[src/rtl/udp_tx_serializer.sv]
// udp_tx_serializer
//   Takes a header command plus a stream of BYTES_PER_BEAT-wide payload beats
//   and hands the packet to a UDP layer one byte at a time.
//
//   Ports
//     clk, reset            clock, async active-low reset
//     cmd_*                 header command (valid/ready); cmd_len in bytes
//     in_data/valid/ready   payload beats, lane 0 (bits 7:0) goes out first
//     udp_tx_start          one-cycle header strobe; udp_hdr_* hold the header
//     udp_tx_data_out_ready UDP layer accepts the presented byte
//     udp_tx_result         00 none, 01 sending, 10 error, 11 sent
//     data_out/_valid/_last registered payload byte stream
//     busy                  FSM not idle
//     done_pulse/err_pulse  one-cycle packet outcome strobes
//     pkt_cnt/err_cnt       wrapping outcome counters
module udp_tx_serializer #(
  parameter int BYTES_PER_BEAT = 4,
  parameter int RESULT_TIMEOUT = 1024
) (
  input  logic                        clk,
  input  logic                        reset,
  input  logic                        cmd_valid,
  output logic                        cmd_ready,
  input  logic [31:0]                 cmd_dst_ip,
  input  logic [15:0]                 cmd_dst_port,
  input  logic [15:0]                 cmd_src_port,
  input  logic [15:0]                 cmd_len,
  input  logic [8*BYTES_PER_BEAT-1:0] in_data,
  input  logic                        in_valid,
  output logic                        in_ready,
  output logic                        udp_tx_start,
  output logic [31:0]                 udp_hdr_dst_ip,
  output logic [15:0]                 udp_hdr_dst_port,
  output logic [15:0]                 udp_hdr_src_port,
  output logic [15:0]                 udp_hdr_data_length,
  input  logic                        udp_tx_data_out_ready,
  input  logic [1:0]                  udp_tx_result,
  output logic [7:0]                  data_out,
  output logic                        data_out_valid,
  output logic                        data_out_last,
  output logic                        busy,
  output logic                        done_pulse,
  output logic                        err_pulse,
  output logic [15:0]                 pkt_cnt,
  output logic [15:0]                 err_cnt
);
  localparam int LW = (BYTES_PER_BEAT > 1) ? $clog2(BYTES_PER_BEAT) : 1;
  localparam int TW = $clog2(RESULT_TIMEOUT + 1);

  typedef enum logic [2:0] {IDLE, WAIT_RDY, START, DATA, RESULT, FLUSH} state_t;

  state_t                              state;
  logic [BYTES_PER_BEAT-1:0][7:0]      lane_buf;
  logic [LW-1:0]                       lane_idx;
  logic [LW:0]                         buf_cnt;     // lanes still waiting in lane_buf
  logic [15:0]                         rem;         // bytes not yet loaded into data_out
  logic [15:0]                         beats_owed;  // beats still to consume this packet
  logic [TW-1:0]                       tmo;

  logic        res_err, xfer, out_free, beat_take;
  logic [LW:0] beat_bytes;
  logic [15:0] cmd_beats;

  assign res_err   = (udp_tx_result == 2'b10);
  assign xfer      = data_out_valid & udp_tx_data_out_ready;
  assign out_free  = ~data_out_valid | xfer;
  assign cmd_ready = (state == IDLE);
  assign busy      = (state != IDLE);

  // In DATA a beat is only taken once the buffer has drained; a beat offered
  // on the cycle an error is reported is left for FLUSH to swallow.
  assign in_ready  = ((state == DATA) && (buf_cnt == '0) && (beats_owed != '0) && !res_err) ||
                     ((state == FLUSH) && (beats_owed != '0));
  assign beat_take = in_valid & in_ready;

  // Bytes of the incoming beat that belong to the packet; the rest are dropped.
  assign beat_bytes = (rem < 16'(BYTES_PER_BEAT)) ? rem[LW:0] : (LW+1)'(BYTES_PER_BEAT);
  assign cmd_beats  = cmd_len / 16'(BYTES_PER_BEAT) +
                      16'(|(cmd_len % 16'(BYTES_PER_BEAT)));

  always_ff @(posedge clk or negedge reset) begin
    if (!reset) begin
      state               <= IDLE;
      lane_buf            <= '0;
      lane_idx            <= '0;
      buf_cnt             <= '0;
      rem                 <= '0;
      beats_owed          <= '0;
      tmo                 <= '0;
      udp_tx_start        <= 1'b0;
      udp_hdr_dst_ip      <= '0;
      udp_hdr_dst_port    <= '0;
      udp_hdr_src_port    <= '0;
      udp_hdr_data_length <= '0;
      data_out            <= '0;
      data_out_valid      <= 1'b0;
      data_out_last       <= 1'b0;
      done_pulse          <= 1'b0;
      err_pulse           <= 1'b0;
      pkt_cnt             <= '0;
      err_cnt             <= '0;
    end else begin
      udp_tx_start <= 1'b0;
      done_pulse   <= 1'b0;
      err_pulse    <= 1'b0;
      case (state)
        IDLE: if (cmd_valid) begin
          if (cmd_len == '0) begin
            err_pulse <= 1'b1;
            err_cnt   <= err_cnt + 16'd1;
          end else begin
            udp_hdr_dst_ip      <= cmd_dst_ip;
            udp_hdr_dst_port    <= cmd_dst_port;
            udp_hdr_src_port    <= cmd_src_port;
            udp_hdr_data_length <= cmd_len;
            rem                 <= cmd_len;
            beats_owed          <= cmd_beats;
            buf_cnt             <= '0;
            lane_idx            <= '0;
            state               <= WAIT_RDY;
          end
        end
        WAIT_RDY: if (udp_tx_data_out_ready) begin
          udp_tx_start <= 1'b1;
          state        <= START;
        end
        START: state <= res_err ? FLUSH : DATA;
        DATA: begin
          if (res_err) begin
            data_out_valid <= 1'b0;
            data_out_last  <= 1'b0;
            state          <= FLUSH;
          end else begin
            if (beat_take) begin
              beats_owed <= beats_owed - 16'd1;
              if (out_free) begin
                // Empty buffer and free output: lane 0 bypasses straight to
                // data_out so back-to-back beats leave no bubble.
                data_out       <= in_data[7:0];
                data_out_valid <= 1'b1;
                data_out_last  <= (rem == 16'd1);
                rem            <= rem - 16'd1;
                lane_buf       <= in_data;
                lane_idx       <= LW'(1);
                buf_cnt        <= beat_bytes - (LW+1)'(1);
              end else begin
                lane_buf <= in_data;
                lane_idx <= '0;
                buf_cnt  <= beat_bytes;
              end
            end else if (out_free && (buf_cnt != '0)) begin
              data_out       <= lane_buf[lane_idx];
              data_out_valid <= 1'b1;
              data_out_last  <= (rem == 16'd1);
              rem            <= rem - 16'd1;
              lane_idx       <= lane_idx + LW'(1);
              buf_cnt        <= buf_cnt - (LW+1)'(1);
            end else if (xfer) begin
              data_out_valid <= 1'b0;
              data_out_last  <= 1'b0;
            end
            if (xfer && data_out_last) begin
              state <= RESULT;
              tmo   <= '0;
            end
          end
        end
        RESULT: begin
          if (udp_tx_result == 2'b11) begin
            done_pulse <= 1'b1;
            pkt_cnt    <= pkt_cnt + 16'd1;
            state      <= IDLE;
          end else if (res_err || (tmo == TW'(RESULT_TIMEOUT - 1))) begin
            err_pulse <= 1'b1;
            err_cnt   <= err_cnt + 16'd1;
            state     <= IDLE;
          end else begin
            tmo <= tmo + TW'(1);
          end
        end
        FLUSH: begin
          if (beat_take) beats_owed <= beats_owed - 16'd1;
          if (beats_owed == '0) begin
            err_pulse <= 1'b1;
            err_cnt   <= err_cnt + 16'd1;
            state     <= IDLE;
          end
        end
        default: state <= IDLE;
      endcase
    end
  end
endmodule
[config.mk]
export PLATFORM = sky130hd
export DESIGN_NAME = udp_tx_serializer
export DESIGN_NICKNAME = d
export VERILOG_FILES = /design/src/rtl/udp_tx_serializer.sv
export SDC_FILE = /design/constraint.sdc
export NUM_CORES = 1
export LEC_CHECK = 0
export ABC_AREA = 1
export CAP_MARGIN = 20
export CORE_ASPECT_RATIO = 0.8
export CORE_UTILIZATION = 45
export CTS_BUF_LIST = sky130_fd_sc_hd__clkbuf_4
export DETAILED_ROUTE_END_ITERATION = 10
export HOLD_SLACK_MARGIN = 0.08
export PLACE_DENSITY_LB_ADDON = 0.2
export RECOVER_POWER = 100
export SETUP_SLACK_MARGIN = 0.05
export SLEW_MARGIN = 40
export SYNTH_ARGS = -nofsm -noshare
export SYNTH_HDL_FRONTEND = slang
export SYNTH_SLANG_ARGS = --single-unit
[constraint.sdc]
create_clock -name clk -period 2.7 [get_ports clk]
set_clock_uncertainty 0.05 [all_clocks]
set_input_delay 0.675 -clock clk [delete_from_list [all_inputs] [get_ports clk]]
set_output_delay 0.675 -clock clk [all_outputs]
set_load 0.01 [all_outputs]
==> metrics.txt, run 1 <==
# TYPE chip_impl_metric gauge
chip_impl_info{name="setup_repair_after_global_routing_missed_its_margin",value="yes"} 1
chip_impl_metric{name="die_y",unit="um"} 141.4
chip_impl_metric{name="ys_seq_elements",unit=""} 208
chip_impl_metric{name="clk_pin_slew",unit="ps"} 70
chip_impl_metric{name="total_power",unit="mW"} 14.33
chip_impl_metric{name="final_core_util",unit="%"} 61.85
chip_impl_metric{name="initial_core_util",unit="%"} 46.33
chip_impl_info{name="synthDominantAreaCellType",value="sky130_fd_sc_hd__dfrtp_1"} 1
chip_impl_metric{name="grt_antenna_before_repair",unit=""} 1
chip_impl_metric{name="area_delta_synth_final",unit="%"} 33.48
chip_impl_metric{name="fillerInstances",unit=""} 2137
chip_impl_info{name="path_common_cell",value="sky130_fd_sc_hd__inv_1"} 1
chip_impl_metric{name="finalHoldViolCount",unit=""} 0
chip_impl_metric{name="share_of_layout_cells_above_drive_strength_1",unit="%"} 9.412
chip_impl_info{name="critical_path.cell_chain",value="inv_1 > ha_4 > nand2_2 > inv_2 > nand3_2 > nand2_1 > inv_1 > clkbuf_2"} 1
chip_impl_info{name="r2r_end",value="rem[3]"} 1
chip_impl_metric{name="grt.total_usage",unit="%"} 24.17
chip_impl_metric{name="wire_length_of_the_first_global_routing_pass",unit="mm"} 48.72
chip_impl_metric{name="report.final.setup_viol",unit=""} 0
chip_impl_info{name="crit_path_end_kind",value="primary output"} 1
chip_impl_metric{name="leakagePower",unit="nW"} 7.396
chip_impl_metric{name="numPortBuffers",unit=""} 246
chip_impl_metric{name="ff2ff_path_depth",unit=""} 9
chip_impl_metric{name="synth.top_cell.area_share",unit="%"} 47.63
chip_impl_metric{name="dr.pass1.iters",unit=""} 5
chip_impl_info{name="result_of_the_run",value="complete, no violations"} 1
chip_impl_metric{name="die_footprint",unit="sq mm"} 0.02492
chip_impl_info{name="timing.hold.worst_endpoint",value="pkt_cnt[15]"} 1
chip_impl_metric{name="finalHoldWorstSlack",unit="ps"} 420.6
chip_impl_metric{name="final_nets",unit=""} 1872
chip_impl_metric{name="final-max-slew-violation-count",unit=""} 0
chip_impl_metric{name="mappedNetlistArea",unit="sq mm"} 0.01093
chip_impl_metric{name="max-cap-violations",unit=""} 0
chip_impl_metric{name="cts_num_sinks",unit=""} 208
chip_impl_metric{name="synth_warnings",unit=""} 0
chip_impl_metric{name="rows",unit=""} 50
chip_impl_info{name="synth.top_cells.by_area",value="sky130_fd_sc_hd__dfrtp_1 (48%), sky130_fd_sc_hd__nand2_1 (16%), sky130_fd_sc_hd__inv_1 (5.8%), sky130_fd_sc_hd__o21ai_0 (4.6%), sky130_fd_sc_hd__o21ai_1 (4.2%)"} 1
chip_impl_info{name="cts_tree",value="yes"} 1
chip_impl_metric{name="grt_start_max_net_pins",unit=""} 72
chip_impl_metric{name="gpl_congestion",unit=""} 0.9415
chip_impl_metric{name="fp.dieW",unit="um"} 176.2
chip_impl_metric{name="worst-endpoint-required",unit="ps"} 1980
chip_impl_metric{name="numPlacedInstances",unit=""} 1991
chip_impl_metric{name="wl",unit="mm"} 30.08
chip_impl_metric{name="synth_cell_type_count",unit=""} 35
chip_impl_metric{name="place_hpwl",unit="mm"} 21.81
chip_impl_info{name="critical-path-slowest-cell",value="sky130_fd_sc_hd__dfrtp_1"} 1
chip_impl_metric{name="io_pins",unit=""} 247
chip_impl_metric{name="powerDensity",unit="mW/mm^2"} 982.5
chip_impl_metric{name="post-route-drc-count",unit=""} 0
chip_impl_metric{name="cts.path.max_buffers",unit=""} 3
chip_impl_info{name="hold_path.class",value="reg2reg"} 1
chip_impl_metric{name="multi_input_area",unit="sq mm"} 0.004811
chip_impl_metric{name="cts_htree_levels",unit=""} 2
chip_impl_metric{name="final.setup.tns",unit="ps"} 0
chip_impl_metric{name="setup.reg_to_reg.worst_slack",unit="ps"} 200
chip_impl_metric{name="detail_route.vias_per_cell",unit=""} 4.975
chip_impl_metric{name="cpPeakStageDelay",unit="ps"} 400
chip_impl_metric{name="cts_buffers",unit=""} 55
chip_impl_info{name="holdCritStartpoint",value="pkt_cnt[15]"} 1
chip_impl_metric{name="final_period_minus_worst_setup_slack",unit="ps"} 2571
chip_impl_metric{name="synth-seq-area-share",unit="%"} 47.63
chip_impl_metric{name="core_area",unit="sq mm"} 0.02359
chip_impl_metric{name="initialDrtViolationCount",unit=""} 650
chip_impl_metric{name="avgSynthCellArea",unit="sq um"} 7.589
chip_impl_metric{name="timing.critical_path.arrival",unit="ps"} 1850
chip_impl_metric{name="final.period_utilization",unit="%"} 95.20
chip_impl_metric{name="cp_max_fo",unit=""} 5
chip_impl_metric{name="peakVddDrop",unit="mV"} 0.6541
chip_impl_metric{name="number_of_global_route_vias_before_repair",unit=""} 9630
chip_impl_metric{name="netlist_instances",unit=""} 1440
chip_impl_info{name="worstReg2RegStart",value="state[2]"} 1
chip_impl_metric{name="antenna_left",unit=""} 0
chip_impl_metric{name="actual_transition_at_the_worst_max_transition_pin",unit="ps"} 1368
chip_impl_metric{name="clock_latency_on_the_worst_skew_pair",unit="ps"} 670
chip_impl_metric{name="hold-path-cell-count",unit=""} 1
chip_impl_info{name="worstSetupPathType",value="reg2out"} 1
chip_impl_metric{name="fmax",unit="MHz"} 389.0
chip_impl_info{name="worstSetupStartpointType",value="flip-flop"} 1
chip_impl_info{name="cts.root.buffer_cell",value="sky130_fd_sc_hd__clkbuf_4"} 1
chip_impl_metric{name="layout.area.seq",unit="sq mm"} 0.005210
chip_impl_metric{name="layoutNonFillerInstCount",unit=""} 2098
chip_impl_metric{name="routed_wire_length_per_instance",unit="um"} 14.34
chip_impl_metric{name="num_vias",unit=""} 10437
chip_impl_metric{name="maxSlewHeadroom",unit="%"} 8.767
chip_impl_metric{name="grt-ovfl-total",unit=""} 0
chip_impl_metric{name="syn_nets",unit=""} 1570
-- critical path, delay by kind of cell, from the launching register on --
kind | cells | cell delay [ps]
DFF | 1 | 400
and+or+nand+nor | 3 | 280
adders and majority gates | 1 | 150
buffers and inverters | 4 | 350
-- timing repair --
item	in CTS	in global routing
gates resized for setup	11	20
setup endpoints to repair	3	69
pin swaps	2	2
endpoints found under the hold margin	43	0
hold buffers	1	0
buffers inserted	2	3
-- power breakdown --
part,switching (mW),internal [mW],total (mW),leakage (nW)
registers,0.794,4.23,5.03,2.69
clock network,1.33,1.32,2.65,0.401
logic,3.92,2.73,6.66,4.31
total,6.04,8.29,14.3,7.40
-- routing by layer --
layer / vias up / wire, um / GRT usage (%)
met5: - / 0 / 0
met4: 0 / 698 / 8.650
met1: 4776 / 14100 / 34.10
li1: 5219 / - / -
met3: 55 / 2024 / 4.448
met2: 387 / 13260 / 37.15
-- synthesized netlist by cell type --
cell type and count:
sky130_fd_sc_hd__and2_0 1, sky130_fd_sc_hd__nor3_1 16, sky130_fd_sc_hd__o21ai_0 101, sky130_fd_sc_hd__nand2_1 472
sky130_fd_sc_hd__xor2_1 33, sky130_fd_sc_hd__clkinv_1 1, sky130_fd_sc_hd__nand4_1 35, sky130_fd_sc_hd__or2_2 5
sky130_fd_sc_hd__buf_2 17, sky130_fd_sc_hd__nand3b_1 10, sky130_fd_sc_hd__buf_4 4, sky130_fd_sc_hd__nand3_1 59
sky130_fd_sc_hd__nor2_1 108, sky130_fd_sc_hd__a21oi_1 13, sky130_fd_sc_hd__nand3_2 4, sky130_fd_sc_hd__ha_1 11
sky130_fd_sc_hd__and3_1 2, sky130_fd_sc_hd__nor2_2 7, sky130_fd_sc_hd__nand3_4 2, sky130_fd_sc_hd__nor2_4 4
sky130_fd_sc_hd__mux2i_1 1, sky130_fd_sc_hd__o22ai_1 9, sky130_fd_sc_hd__inv_1 168, sky130_fd_sc_hd__nand2_2 7
sky130_fd_sc_hd__o31ai_1 5, sky130_fd_sc_hd__xnor2_1 7, sky130_fd_sc_hd__buf_1 1, sky130_fd_sc_hd__inv_2 3
sky130_fd_sc_hd__o21a_1 3, sky130_fd_sc_hd__a31oi_1 3, sky130_fd_sc_hd__clkbuf_1 17, sky130_fd_sc_hd__buf_6 11
sky130_fd_sc_hd__o21ai_1 91, sky130_fd_sc_hd__nor3b_1 1, sky130_fd_sc_hd__dfrtp_1 208
-- worst max-delay path by stage --
stage,from,to,depth (start not counted)
floorplan,cmd_len[0],beats_owed[14],11
global placement,udp_tx_result[0],in_ready,8
detailed placement,cmd_len[0],beats_owed[14],12
CTS,beats_owed[11],in_ready,7
global route,state[0],beats_owed[5],11
finish,beats_owed[1],in_ready,8
-- flip-flops by register name (all words and copies together), names as in the netlist --
signal and flops:
udp_tx_start 1, buf_cnt 3, beats_owed 16, udp_hdr_dst_ip 32, udp_hdr_dst_port 16, done_pulse 1, lane_buf 32, rem 16
data_out_last 1, data_out 8, err_cnt 16, udp_hdr_src_port 16, lane_idx 2, udp_hdr_data_length 16, state 3, pkt_cnt 16
tmo 11, err_pulse 1, data_out_valid 1
-- stage by stage --
step / cell area [sq um] / worst slack [ps]
final: 14590 / 129.5
after floorplan: 10930 / 646.0
after global placement: 13890 / -76.96
after global routing: 14590 / 9.772
after detailed placement: 13890 / -100.7
after CTS: 14610 / -107.0
-- logic make-up after synthesis --
family | share of synthesized area, %
adder cells (fa/ha/maj) | 1.259
AO/OA/AOI/OAI | 10.63
AND/OR/NAND/NOR | 28.47
flip-flops | 47.63
XOR/XNOR | 3.206
buffers and inverters | 8.713
multiplexers | 0.09160
-- final cells by class --
type | count | area share, %
sequential | 208 | 35.72
multi-input combinational | 1010 | 32.98
clock buffer | 77 | 3.963
clock inverter | 23 | 0.6519
antenna | 1 | 0.01716
inverter | 172 | 4.426
tap | 312 | 2.676
timing repair buffer | 295 | 19.57
-- cells in the final DEF (no fill, tap or decap), types with 4 or more instances in the layout --
| cell | instances |
|---|---|
| sky130_fd_sc_hd__a21oi_1 | 13 |
| sky130_fd_sc_hd__buf_12 | 5 |
| sky130_fd_sc_hd__buf_4 | 33 |
| sky130_fd_sc_hd__clkbuf_1 | 4 |
| sky130_fd_sc_hd__clkbuf_2 | 8 |
| sky130_fd_sc_hd__clkbuf_4 | 77 |
| sky130_fd_sc_hd__clkdlybuf4s50_1 | 117 |
| sky130_fd_sc_hd__clkinv_1 | 18 |
| sky130_fd_sc_hd__clkinv_2 | 4 |
| sky130_fd_sc_hd__dfrtp_1 | 204 |
| sky130_fd_sc_hd__dfrtp_2 | 4 |
| sky130_fd_sc_hd__dlygate4sd3_1 | 126 |
| sky130_fd_sc_hd__ha_1 | 8 |
| sky130_fd_sc_hd__inv_1 | 164 |
| sky130_fd_sc_hd__inv_2 | 8 |
| sky130_fd_sc_hd__nand2_1 | 475 |
| sky130_fd_sc_hd__nand2_2 | 4 |
| sky130_fd_sc_hd__nand3_1 | 58 |
| sky130_fd_sc_hd__nand3_2 | 5 |
| sky130_fd_sc_hd__nand3b_1 | 10 |
| sky130_fd_sc_hd__nand4_1 | 35 |
| sky130_fd_sc_hd__nor2_1 | 110 |
| sky130_fd_sc_hd__nor2_4 | 6 |
| sky130_fd_sc_hd__nor3_1 | 16 |
| sky130_fd_sc_hd__o21ai_0 | 184 |
| sky130_fd_sc_hd__o21ai_1 | 8 |
| sky130_fd_sc_hd__o22ai_1 | 9 |
| sky130_fd_sc_hd__o31ai_1 | 5 |
| sky130_fd_sc_hd__or2_2 | 5 |
| sky130_fd_sc_hd__xnor2_1 | 7 |
| sky130_fd_sc_hd__xor2_1 | 33 |
Note: power is estimated with default switching activity, not from simulation.
==> run 2, diff against run 1 <==
Settings changed: RECOVER_POWER 100 to not set.
==> run 2 against run 1 <==
Against the previous run: combinational power is 7.2% higher; flip-flop and latch count stayed put; fmax is 0.56% lower; register-to-register slack better by 90 ps; cell count stayed put; critical path type unchanged; via count is 0.54% lower; power is 3.6% higher; setup slack worse by 14 ps; largest power group unchanged; non-clock buffer count stayed put; critical path depth stayed put; final area is 0.68% higher.
==> metrics.txt, run 2 (same netlist as run 1, synthesis figures left out) <==
# TYPE chip_impl_metric gauge
chip_impl_info{name="result_of_the_run",value="complete, no violations"} 1
chip_impl_metric{name="cpPeakStageDelay",unit="ps"} 400
chip_impl_metric{name="die_footprint",unit="sq mm"} 0.02492
chip_impl_metric{name="grt_use_met2",unit="%"} 37.15
chip_impl_metric{name="cts_num_sinks",unit=""} 208
chip_impl_info{name="setup_crit_start",value="beats_owed[1]"} 1
chip_impl_metric{name="clock_latency_on_the_worst_skew_pair",unit="ps"} 670
chip_impl_metric{name="report.final.setup_viol",unit=""} 0
chip_impl_info{name="crit_path_end_kind",value="primary output"} 1
chip_impl_metric{name="wl",unit="mm"} 30.09
chip_impl_metric{name="globalRouteMet3Util",unit="%"} 4.448
chip_impl_info{name="grt.busiest_layer",value="met2"} 1
chip_impl_metric{name="cp_max_fo",unit=""} 5
chip_impl_metric{name="powerDensity",unit="mW/mm^2"} 1011
chip_impl_metric{name="rows",unit=""} 50
chip_impl_metric{name="finalHoldWorstSlack",unit="ps"} 423.4
chip_impl_metric{name="globalRouteMet1Util",unit="%"} 34.10
chip_impl_metric{name="numPortBuffers",unit=""} 246
chip_impl_metric{name="setup.reg_to_reg.worst_slack",unit="ps"} 290
chip_impl_metric{name="post_dp_cell_area",unit="sq mm"} 0.01389
chip_impl_info{name="cts_tree",value="yes"} 1
chip_impl_metric{name="actual_transition_at_the_worst_max_transition_pin",unit="ps"} 612.8
chip_impl_metric{name="final.setup.tns",unit="ps"} 0
chip_impl_info{name="worstSetupStartpointType",value="flip-flop"} 1
chip_impl_metric{name="number_of_global_route_vias_before_repair",unit=""} 9630
chip_impl_info{name="critical_path.cell_chain",value="inv_1 > ha_4 > nand2_2 > inv_2 > nand3_2 > nand2_1 > inv_1 > clkbuf_2"} 1
chip_impl_metric{name="routed_wire_length_per_instance",unit="um"} 14.34
chip_impl_metric{name="leakagePower",unit="nW"} 7.196
chip_impl_metric{name="post-route-cell-area",unit="sq mm"} 0.01469
chip_impl_metric{name="ff2ff_path_depth",unit=""} 10
chip_impl_metric{name="core_area",unit="sq mm"} 0.02359
chip_impl_metric{name="hold-path-cell-count",unit=""} 1
chip_impl_info{name="worstReg2RegStart",value="state[0]"} 1
chip_impl_metric{name="post-route-drc-count",unit=""} 0
chip_impl_metric{name="grt-ovfl-total",unit=""} 0
chip_impl_metric{name="max-cap-violations",unit=""} 0
chip_impl_info{name="setup_repair_after_global_routing_missed_its_margin",value="yes"} 1
chip_impl_metric{name="cts.path.max_buffers",unit=""} 3
chip_impl_metric{name="grt_antenna_before_repair",unit=""} 1
chip_impl_metric{name="maxSlewHeadroom",unit="%"} 59.15
chip_impl_metric{name="comb_power_share",unit="%"} 48.1
chip_impl_metric{name="place_hpwl",unit="mm"} 21.81
chip_impl_metric{name="num_vias",unit=""} 10381
chip_impl_metric{name="final-max-slew-violation-count",unit=""} 0
chip_impl_metric{name="switching_power",unit="mW"} 6.190
chip_impl_metric{name="worst-endpoint-required",unit="ps"} 1980
chip_impl_metric{name="gpl_congestion",unit=""} 0.9415
chip_impl_metric{name="share_of_layout_cells_above_drive_strength_1",unit="%"} 10.31
chip_impl_metric{name="p_int",unit="mW"} 8.654
chip_impl_info{name="path_common_cell",value="sky130_fd_sc_hd__inv_1"} 1
chip_impl_metric{name="switching_share",unit="%"} 41.70
chip_impl_info{name="largestRegisters",value="lane_buf (32), udp_hdr_dst_ip (32)"} 1
chip_impl_metric{name="final_period_minus_worst_setup_slack",unit="ps"} 2585
chip_impl_metric{name="seq_power_share",unit="%"} 34.1
chip_impl_metric{name="initial_core_util",unit="%"} 46.33
chip_impl_metric{name="total_power",unit="mW"} 14.84
chip_impl_metric{name="io_pins",unit=""} 247
chip_impl_metric{name="grt_start_max_net_pins",unit=""} 72
chip_impl_metric{name="peakVddDrop",unit="mV"} 0.6900
chip_impl_metric{name="area_delta_synth_final",unit="%"} 34.38
chip_impl_info{name="hold_path.class",value="reg2reg"} 1
chip_impl_metric{name="share_clk_of_total_power",unit="%"} 17.8
chip_impl_metric{name="final.period_utilization",unit="%"} 95.74
chip_impl_metric{name="cts_htree_levels",unit=""} 2
chip_impl_metric{name="detail_route.vias_per_cell",unit=""} 4.948
chip_impl_metric{name="clk_pin_slew",unit="ps"} 70
chip_impl_metric{name="final_nets",unit=""} 1872
chip_impl_metric{name="timing.critical_path.arrival",unit="ps"} 1860
chip_impl_metric{name="die_y",unit="um"} 141.4
chip_impl_metric{name="grt.total_usage",unit="%"} 24.17
chip_impl_info{name="worstSetupPathType",value="reg2out"} 1
chip_impl_info{name="holdCritStartpoint",value="pkt_cnt[15]"} 1
chip_impl_metric{name="fp.dieW",unit="um"} 176.2
chip_impl_metric{name="cts_buffers",unit=""} 55
chip_impl_metric{name="finalHoldViolCount",unit=""} 0
chip_impl_info{name="critical-path-slowest-cell",value="sky130_fd_sc_hd__dfrtp_1"} 1
chip_impl_metric{name="wire_length_of_the_first_global_routing_pass",unit="mm"} 48.72
chip_impl_info{name="layout_common_cells",value="sky130_fd_sc_hd__nand2_1 (470), sky130_fd_sc_hd__clkdlybuf4s50_1 (242), sky130_fd_sc_hd__dfrtp_1 (204)"} 1
chip_impl_info{name="timing.hold.worst_endpoint",value="pkt_cnt[15]"} 1
chip_impl_metric{name="fmax",unit="MHz"} 386.9
chip_impl_metric{name="final_core_util",unit="%"} 62.27
chip_impl_info{name="cts.root.buffer_cell",value="sky130_fd_sc_hd__clkbuf_4"} 1
chip_impl_metric{name="antenna_left",unit=""} 0
chip_impl_metric{name="initialDrtViolationCount",unit=""} 659
chip_impl_info{name="layout_commonest_cell",value="sky130_fd_sc_hd__nand2_1"} 1
chip_impl_metric{name="dr.pass1.iters",unit=""} 7
chip_impl_info{name="r2r_end",value="udp_hdr_dst_port[0]"} 1
[run 2: cell type report]
cell class                      instances  area, sq um
Fill cell                            2122         8900
Sequential cell                       208         5210
Multi-Input combinational cell       1010         4858
Timing Repair Buffer                  295         2905
Inverter                              172        645.6
Clock buffer                           77        578.1
Tap cell                              312        390.4
Clock inverter                         23        95.09
Antenna cell                            1        2.502
[run 2: worst max-delay path: cells and delay by family (launching register included)]
| family | cells | cell delay, ps |
|---|---|---|
| simple gates | 3 | 290 |
| buf+inv | 4 | 370 |
| fa+ha+maj | 1 | 150 |
| flops | 1 | 400 |
[run 2: per-layer routing]
metal / vias up / wire (um)
met5: - / 0
met4: 0 / 717
li1: 5217 / -
met2: 369 / 13240
met1: 4736 / 14110
met3: 59 / 2022
[run 2: what timing repair did]
action / CTS / global route
hold buffers: 1 / 0
hold endpoints to repair: 43 / 0
pin swaps: 2 / 2
setup buffers: 2 / 3
endpoints found under the setup margin: 3 / 69
gates resized for setup: 11 / 20
[run 2: metrics by stage]
stage / setup slack (ps) / std cells
floorplan: 646.0 / 1440
global placement: -76.96 / 1991
detailed placement: -100.7 / 1991
CTS: -107.0 / 2094
global route: 12.40 / 2098
finish: 115.1 / 2098
[run 2: worst max path at each step]
stage                endpoint  slack [ps]  cells after the start
2_1_floorplan  beats_owed[14]         650                     11
3_3_place_gp         in_ready         -80                      8
3_5_place_dp   beats_owed[14]        -100                     12
4_1_cts              in_ready        -110                      7
5_1_grt              in_ready          10                      7
6_report             in_ready         120                      8
[run 2: power by group through the flow]
stage | registers [mW] | clock network [mW] | logic (mW)
2_1_floorplan | 5.20 | 0 | 4.07
3_3_place_gp | 5.05 | 0 | 6.84
3_5_place_dp | 5.07 | 0 | 6.97
4_1_cts | 5.03 | 2.74 | 7.06
5_1_grt | 5.21 | 2.91 | 8.01
6_report | 5.06 | 2.64 | 7.14
==> run 3, diff against run 2 <==
Settings changed: CTS_CLUSTER_DIAMETER set to 200.
==> results of run 3 <==
Same layout as run 2: the final DEF is identical, and so are final timing and power.
